File: src/rtl/ovl_fire_pkg.sv
// Shared types for the OVL fire collector: record layout, record kind, FSM.
// Record fields are sized for the widest supported configuration.
package ovl_fire_pkg;

    localparam int REC_ID_W = 8;
    localparam int REC_TS_W = 64;

    typedef enum logic {
        REC_FAIL = 1'b0,
        REC_XCHK = 1'b1
    } rec_type_e;

    typedef enum logic [1:0] {
        S_IDLE   = 2'd0,
        S_RUN    = 2'd1,
        S_FROZEN = 2'd2
    } state_e;

    typedef struct packed {
        logic [REC_ID_W-1:0] chk_id;
        rec_type_e           kind;
        logic                multi;
        logic [REC_TS_W-1:0] stamp;
    } rec_t;

endpackage

File: src/rtl/ovl_fire_fifo.sv
// Record FIFO for the fire collector: synchronous, full/empty flags,
// push into a full FIFO is accepted only when a pop happens in the same cycle.
import ovl_fire_pkg::*;

module ovl_fire_fifo #(
    parameter int DEPTH = 8
) (
    input  logic clock,
    input  logic reset,
    input  logic clear,
    input  logic push,
    input  logic pop,
    input  rec_t data_in,
    output rec_t data_out,
    output logic full,
    output logic empty
);

    localparam int AW = $clog2(DEPTH);

    rec_t           mem [DEPTH];
    logic [AW:0]    wr_ptr;
    logic [AW:0]    rd_ptr;
    logic           do_push;
    logic           do_pop;

    assign empty = (wr_ptr == rd_ptr);
    assign full  = (wr_ptr[AW] != rd_ptr[AW]) &&
                   (wr_ptr[AW-1:0] == rd_ptr[AW-1:0]);

    assign do_pop  = pop && !empty;
    assign do_push = push && (!full || do_pop);

    always_ff @(posedge clock or negedge reset) begin
        if (!reset) begin
            wr_ptr <= '0;
            rd_ptr <= '0;
        end else if (clear) begin
            wr_ptr <= '0;
            rd_ptr <= '0;
        end else begin
            if (do_push) wr_ptr <= wr_ptr + 1'b1;
            if (do_pop)  rd_ptr <= rd_ptr + 1'b1;
        end
    end

    always_ff @(posedge clock) begin
        if (do_push && !clear) mem[wr_ptr[AW-1:0]] <= data_in;
    end

    assign data_out = mem[rd_ptr[AW-1:0]];

endmodule

File: src/rtl/ovl_fire_collector.sv
// Collects OVL checker fire pulses into timestamped records and event counters.
// Cover counting is built only when OVL_FIRE_COVER_EN is defined.
import ovl_fire_pkg::*;

module ovl_fire_collector #(
    parameter int NUM_CHK     = 4,
    parameter int CNT_W       = 16,
    parameter int TS_W        = 32,
    parameter int FIFO_DEPTH  = 8,
    parameter int STOP_ON_OVF = 0,
    localparam int ID_W       = (NUM_CHK > 1) ? $clog2(NUM_CHK) : 1
) (
    input  logic               clock,
    input  logic               reset,
    input  logic               enable,
    input  logic [NUM_CHK*3-1:0] fire_in,
    input  logic               clear,
    output logic               rec_valid,
    input  logic               rec_ready,
    output logic [ID_W-1:0]    rec_chk_id,
    output logic               rec_type,
    output logic               rec_multi,
    output logic [TS_W-1:0]    rec_time,
    output logic [CNT_W-1:0]   fail_count,
    output logic [CNT_W-1:0]   xchk_count,
    output logic [CNT_W-1:0]   cover_count,
    output logic               any_fail,
    output logic               overflow
);

    state_e             state;
    state_e             state_nx;
    logic [TS_W-1:0]    ts;
    logic [NUM_CHK-1:0] fail_v;
    logic [NUM_CHK-1:0] xchk_v;
    logic [NUM_CHK-1:0] cov_v;
    logic [ID_W-1:0]    sel_id;
    rec_type_e          sel_kind;
    logic               any_hit;
    logic               multi;
    logic               capture;
    logic               push;
    logic               pop;
    logic               drop;
    logic               full;
    logic               empty;
    rec_t               rec_in;
    rec_t               rec_out;

    for (genvar i = 0; i < NUM_CHK; i++) begin : g_split
        assign fail_v[i] = fire_in[3*i];
        assign xchk_v[i] = fire_in[3*i+1];
        assign cov_v[i]  = fire_in[3*i+2];
    end

    // Lowest index wins; within a checker a 2-state fail beats an X-check.
    always_comb begin
        sel_id   = '0;
        sel_kind = REC_FAIL;
        for (int i = NUM_CHK - 1; i >= 0; i--) begin
            if (fail_v[i] || xchk_v[i]) begin
                sel_id   = ID_W'(i);
                sel_kind = fail_v[i] ? REC_FAIL : REC_XCHK;
            end
        end
    end

    assign any_hit = |{fail_v, xchk_v};
    assign multi   = $countones({fail_v, xchk_v}) > 1;

    assign capture = (state == S_RUN) && enable && !clear;
    assign push    = capture && any_hit;
    assign pop     = rec_valid && rec_ready && !clear;
    assign drop    = push && full && !pop;

    always_comb begin
        rec_in        = '0;
        rec_in.chk_id = REC_ID_W'(sel_id);
        rec_in.kind   = sel_kind;
        rec_in.multi  = multi;
        rec_in.stamp  = REC_TS_W'(ts);
    end

    ovl_fire_fifo #(
        .DEPTH (FIFO_DEPTH)
    ) u_fifo (
        .clock    (clock),
        .reset    (reset),
        .clear    (clear),
        .push     (push),
        .pop      (pop),
        .data_in  (rec_in),
        .data_out (rec_out),
        .full     (full),
        .empty    (empty)
    );

    assign rec_valid  = !empty;
    assign rec_chk_id = ID_W'(rec_out.chk_id);
    assign rec_type   = rec_out.kind;
    assign rec_multi  = rec_out.multi;
    assign rec_time   = TS_W'(rec_out.stamp);

    always_ff @(posedge clock or negedge reset) begin
        if (!reset) ts <= '0;
        else        ts <= ts + 1'b1;
    end

    always_ff @(posedge clock or negedge reset) begin
        if (!reset) state <= S_IDLE;
        else        state <= state_nx;
    end

    always_comb begin
        state_nx = state;
        case (state)
            S_IDLE: begin
                if (enable) state_nx = S_RUN;
            end
            S_RUN: begin
                if (STOP_ON_OVF != 0 && drop) state_nx = S_FROZEN;
                else if (!enable)             state_nx = S_IDLE;
            end
            S_FROZEN: state_nx = S_FROZEN;
            default:  state_nx = S_IDLE;
        endcase
        if (clear) state_nx = S_IDLE;
    end

    always_ff @(posedge clock or negedge reset) begin
        if (!reset) begin
            fail_count <= '0;
            xchk_count <= '0;
            any_fail   <= 1'b0;
            overflow   <= 1'b0;
        end else if (clear) begin
            fail_count <= '0;
            xchk_count <= '0;
            any_fail   <= 1'b0;
            overflow   <= 1'b0;
        end else begin
            if (capture && |fail_v) begin
                any_fail <= 1'b1;
                if (fail_count != '1) fail_count <= fail_count + 1'b1;
            end
            if (capture && |xchk_v && xchk_count != '1)
                xchk_count <= xchk_count + 1'b1;
            if (drop) overflow <= 1'b1;
        end
    end

`ifdef OVL_FIRE_COVER_EN
    logic [CNT_W-1:0] cover_q;

    always_ff @(posedge clock or negedge reset) begin
        if (!reset)      cover_q <= '0;
        else if (clear)  cover_q <= '0;
        else if (capture && |cov_v && cover_q != '1)
            cover_q <= cover_q + 1'b1;
    end

    assign cover_count = cover_q;
`else
    logic cov_unused;

    assign cov_unused  = |cov_v;
    assign cover_count = '0;
`endif

endmodule

File: config.mk
export PLATFORM = sky130hd
export DESIGN_NAME = ovl_fire_collector
export DESIGN_NICKNAME = d
export VERILOG_FILES = /design/src/rtl/ovl_fire_pkg.sv /design/src/rtl/ovl_fire_fifo.sv /design/src/rtl/ovl_fire_collector.sv
export SDC_FILE = /design/constraint.sdc
export NUM_CORES = 1
export LEC_CHECK = 0
export CORE_MARGIN = 2
export CORE_UTILIZATION = 35
export DETAILED_ROUTE_END_ITERATION = 7
export GPL_ROUTABILITY_DRIVEN = 0
export SLEW_MARGIN = 5
export SYNTH_ARGS = -nofsm -noshare
export SYNTH_HDL_FRONTEND = slang
export SYNTH_SLANG_ARGS = --single-unit
export TNS_END_PERCENT = 50
File: constraint.sdc
create_clock -name clock -period 6.1 [get_ports clock]
set_input_delay 1.22 -clock clock [delete_from_list [all_inputs] [get_ports clock]]
set_output_delay 1.22 -clock clock [all_outputs]
set_load 0.01 [all_outputs]
==> metrics.log <==
[metrics] result of the run: finished clean
[metrics] count of hold buffers inserted by post-cts repair: 0
[metrics] via count of the first global-routing pass: 7955
[metrics] via total after detailed routing: 7641
[metrics] longest individual stage delay on the worst path: 0.89 ns
[metrics] slowest library cell on the worst path: sky130_fd_sc_hd__dfrtp_4
[metrics] Final Critical Period: 4.56 ns
[metrics] Worst EP required: 4.88 ns
[metrics] worst reg2reg path startpoint: u_fifo.rd_ptr[1]
[metrics] Detailed Route Iter0 Violations: 461
[metrics] cell accounting for the most synthesized area: sky130_fd_sc_hd__edfxtp_1
[metrics] maximum buffer depth of the clock tree: 3
[metrics] post-route clock period utilization: 0.748
[metrics] register bit count reported by yosys: 364
[metrics] leakage power: 0.00578 uW
[metrics] Worst Clk Skew: 0.0145 ns
[metrics] clock tree from TritonCTS: yes
[metrics] initial core utilization: 0.355
[metrics] HPWL after detailed placement: 17000 um
[metrics] number of antenna cells inserted: 0
[metrics] Worst Path Class, Setup: reg -> out
[metrics] type of the most critical hold path: reg -> reg
[metrics] CTS root buffer: sky130_fd_sc_hd__clkbuf_16
[metrics] library cell with the highest instance count after synthesis: sky130_fd_sc_hd__edfxtp_1
[metrics] Port Buffers: 83
[metrics] width of the chip: 210 um
[metrics] predominant post-synthesis flop cell: sky130_fd_sc_hd__edfxtp_1
[metrics] largest net degree at the start of global routing: 58
[metrics] clock latency reported for the late side of the worst-skew pair: 0.53 ns
[metrics] number of search-and-repair iterations in the first detailed-routing pass: 4
[metrics] slew at the pin closest to its max-slew limit: 1.12 ns
[metrics] I/O Pins: 104
[metrics] launching element of the worst setup path: u_fifo.rd_ptr[0]
[metrics] number of instances resized during post-cts repair: 0
[metrics] number of sinks driven by the clock tree: 364
[metrics] area growth from synthesis to final layout: 18.2%
[metrics] buffers inserted during post-CTS setup optimization: 0
[metrics] proportion of layout cells with a drive suffix above 1: 0.206
[metrics] count of final max-slew check failures: 0
[metrics] power per cell area: 296 mW/mm2
[metrics] total track usage: 0.137
[metrics] Final #Nets: 977
[metrics] share of the synthesized area in the top cell type: 0.580
[metrics] relative max-transition margin: 0.246
[metrics] unrepaired setup endpoints after global routing: no
[metrics] CTS buffer count: 38
[metrics] Max Cap Viol: 0
[metrics] first-pass GRT wire length: 46200 um
[metrics] average detailed-routed wire length per instance: 19.5 um
[metrics] Yosys warnings: 0
[metrics] startpoint type of the worst setup path: flip-flop
[metrics] DRT Wirelength: 29600 um
[metrics] number of nets with antenna violations after routing: 0
[metrics] Mapped Area: 0.0149 mm2
[metrics] most common library cells after synthesis: 288 x sky130_fd_sc_hd__edfxtp_1, 76 x sky130_fd_sc_hd__dfrtp_1, 72 x sky130_fd_sc_hd__mux4_2
[metrics] Final Hold Violating Endpoints: 0
[metrics] placement row count: 75
[metrics] post-synthesis async set-or-reset flop share: 0.209
[metrics] synthesized area per cell: 17.8 um2
[metrics] peak supply drop: 0.167 mV
[metrics] area of the core: 0.0419 mm2
[metrics] portion of the post-synthesis area used by sequential elements: 0.708
[metrics] initial antenna violation count: 0
[metrics] CP Cell Sequence: buf_4, mux4_2, mux2_2, clkdlybuf4s50_1
[metrics] ranking of synthesized cells by area: sky130_fd_sc_hd__edfxtp_1 58%, sky130_fd_sc_hd__dfrtp_1 13%, sky130_fd_sc_hd__mux4_2 11%, sky130_fd_sc_hd__mux2_2 2.7%, sky130_fd_sc_hd__xnor2_1 2.2%
[metrics] EDFF count, synth: 288
[metrics] DIE HEIGHT: 210 um
[metrics] number of setup violations in the final report: 0
[metrics] residual DRC count: 0
[metrics] worst slack on hold paths: 0.467 ns
[metrics] count of distinct cell types in the synthesized netlist: 52
[metrics] ratio of routed vias to standard cells: 5.04
[metrics] beginning of the worst hold path: state[1]
[metrics] CTS H-Tree Depth: 2
[metrics] Setup Total Neg Slack: 0 ns
[metrics] Clock transition at path regs: 0.06 ns
[metrics] Die Footprint: 0.0442 mm2
[metrics] GRT overflow: 0
[metrics] Worst EP arrival: 3.34 ns
[metrics] Gate Count Post-Synth: 838
[metrics] worst-path fanout max: 36
[metrics] maximum achievable frequency: 0.219 GHz
[metrics] category of the worst setup path capture point: output port
[power by group]
group / leakage, uW / internal (uW) / switching [uW]
registers: 0.00362 / 2670 / 25.5
logic: 0.00157 / 177 / 139
clock network: 0.000593 / 1290 / 917
total: 0.00578 / 4140 / 1080
[critical path: cells and delay by family, from the launching register on]
kind | cells | cell delay [ns]
buffers and inverters | 2 | 1.03
flip-flops | 1 | 0.89
multiplexers | 2 | 0.88
[metal layers]
metal / global-route usage / vias up / share of wire
met5: 0 / - / 0
met4: 0.0335 / 0 / 0.017
met3: 0.0295 / 41 / 0.055
met2: 0.216 / 168 / 0.46
met1: 0.194 / 3974 / 0.47
li1: - / 3458 / -
[per-stage QoR]
stage | cell area, um2 | setup WS [ns] | util | cells | power (uW)
2_1_floorplan | 15000 | 0.0232 | - | 853 | 2940
4_1_cts | 17600 | 1.42 | 0.420 | 1515 | 5290
3_5_place_dp | 16400 | 1.10 | 0.391 | 1446 | 3070
3_3_place_gp | 16400 | 1.22 | 0.391 | 1446 | 3070
6_report | 17600 | 1.54 | 0.420 | 1515 | 5220
5_1_grt | 17600 | 1.28 | 0.420 | 1515 | 5410
[cells in the final DEF, fill, tap and decap left out, types with 16 or more instances in the layout]
| cell type | synthesis | final |
|---|---|---|
| sky130_fd_sc_hd__clkdlybuf4s50_1 | 0 | 82 |
| sky130_fd_sc_hd__inv_1 | 17 | 17 |
| sky130_fd_sc_hd__nand3_1 | 26 | 26 |
| sky130_fd_sc_hd__mux4_2 | 72 | 72 |
| sky130_fd_sc_hd__mux2_2 | 36 | 36 |
| sky130_fd_sc_hd__buf_4 | 16 | 19 |
| sky130_fd_sc_hd__xor2_1 | 21 | 21 |
| sky130_fd_sc_hd__dfrtp_1 | 76 | 73 |
| sky130_fd_sc_hd__conb_1 | 1 | 16 |
| sky130_fd_sc_hd__xnor2_1 | 37 | 37 |
| sky130_fd_sc_hd__clkbuf_16 | 0 | 40 |
| sky130_fd_sc_hd__nand2_1 | 40 | 40 |
| sky130_fd_sc_hd__edfxtp_1 | 288 | 288 |
| sky130_fd_sc_hd__nor2_1 | 43 | 42 |
[state kept, by name, indices dropped and copies added, names as in the netlist]
| signal | flops |
|---|---|
| u_fifo.rd_ptr | 4 |
| u_fifo.wr_ptr | 4 |
| u_fifo.mem | 288 |
| any_fail | 1 |
| xchk_count | 16 |
| fail_count | 16 |
| overflow | 1 |
| ts | 32 |
| state | 2 |
[cell type report]
cell class | count | area [um2]
repair buffers | 101 | 963
clock buffers | 57 | 1130
inverters | 18 | 67.6
well taps | 539 | 674
multi-input cells | 424 | 4130
fillers | 3710 | 24300
clock inverters | 12 | 83.8
flip-flops and latches | 364 | 10600
[worst paths after layout]
check | cells past startpoint | to | slack [ns]
setup reg to reg | 5 | u_fifo.mem[7][2] | 3.02
hold reg to reg | 1 | state[0] | 0.47
setup / recovery | 4 | rec_multi | 1.54
hold / removal | 1 | state[0] | 0.47
max in group asynchronous | 2 | u_fifo.rd_ptr[0] | 4.38
min in group asynchronous | 1 | xchk_count[6] | 0.57
[logic make-up after synthesis]
| kind of cell | synth area share |
|---|---|
| AO/OA/AOI/OAI | 0.0159 |
| AND/OR/NAND/NOR | 0.0660 |
| XOR/XNOR | 0.0341 |
| flip-flops | 0.708 |
| buffers and inverters | 0.0222 |
| multiplexers | 0.141 |
| adder cells (fa/ha/maj) | 0.0129 |
| other | 0.000252 |
Note: power is estimated with default switching activity, not from simulation.
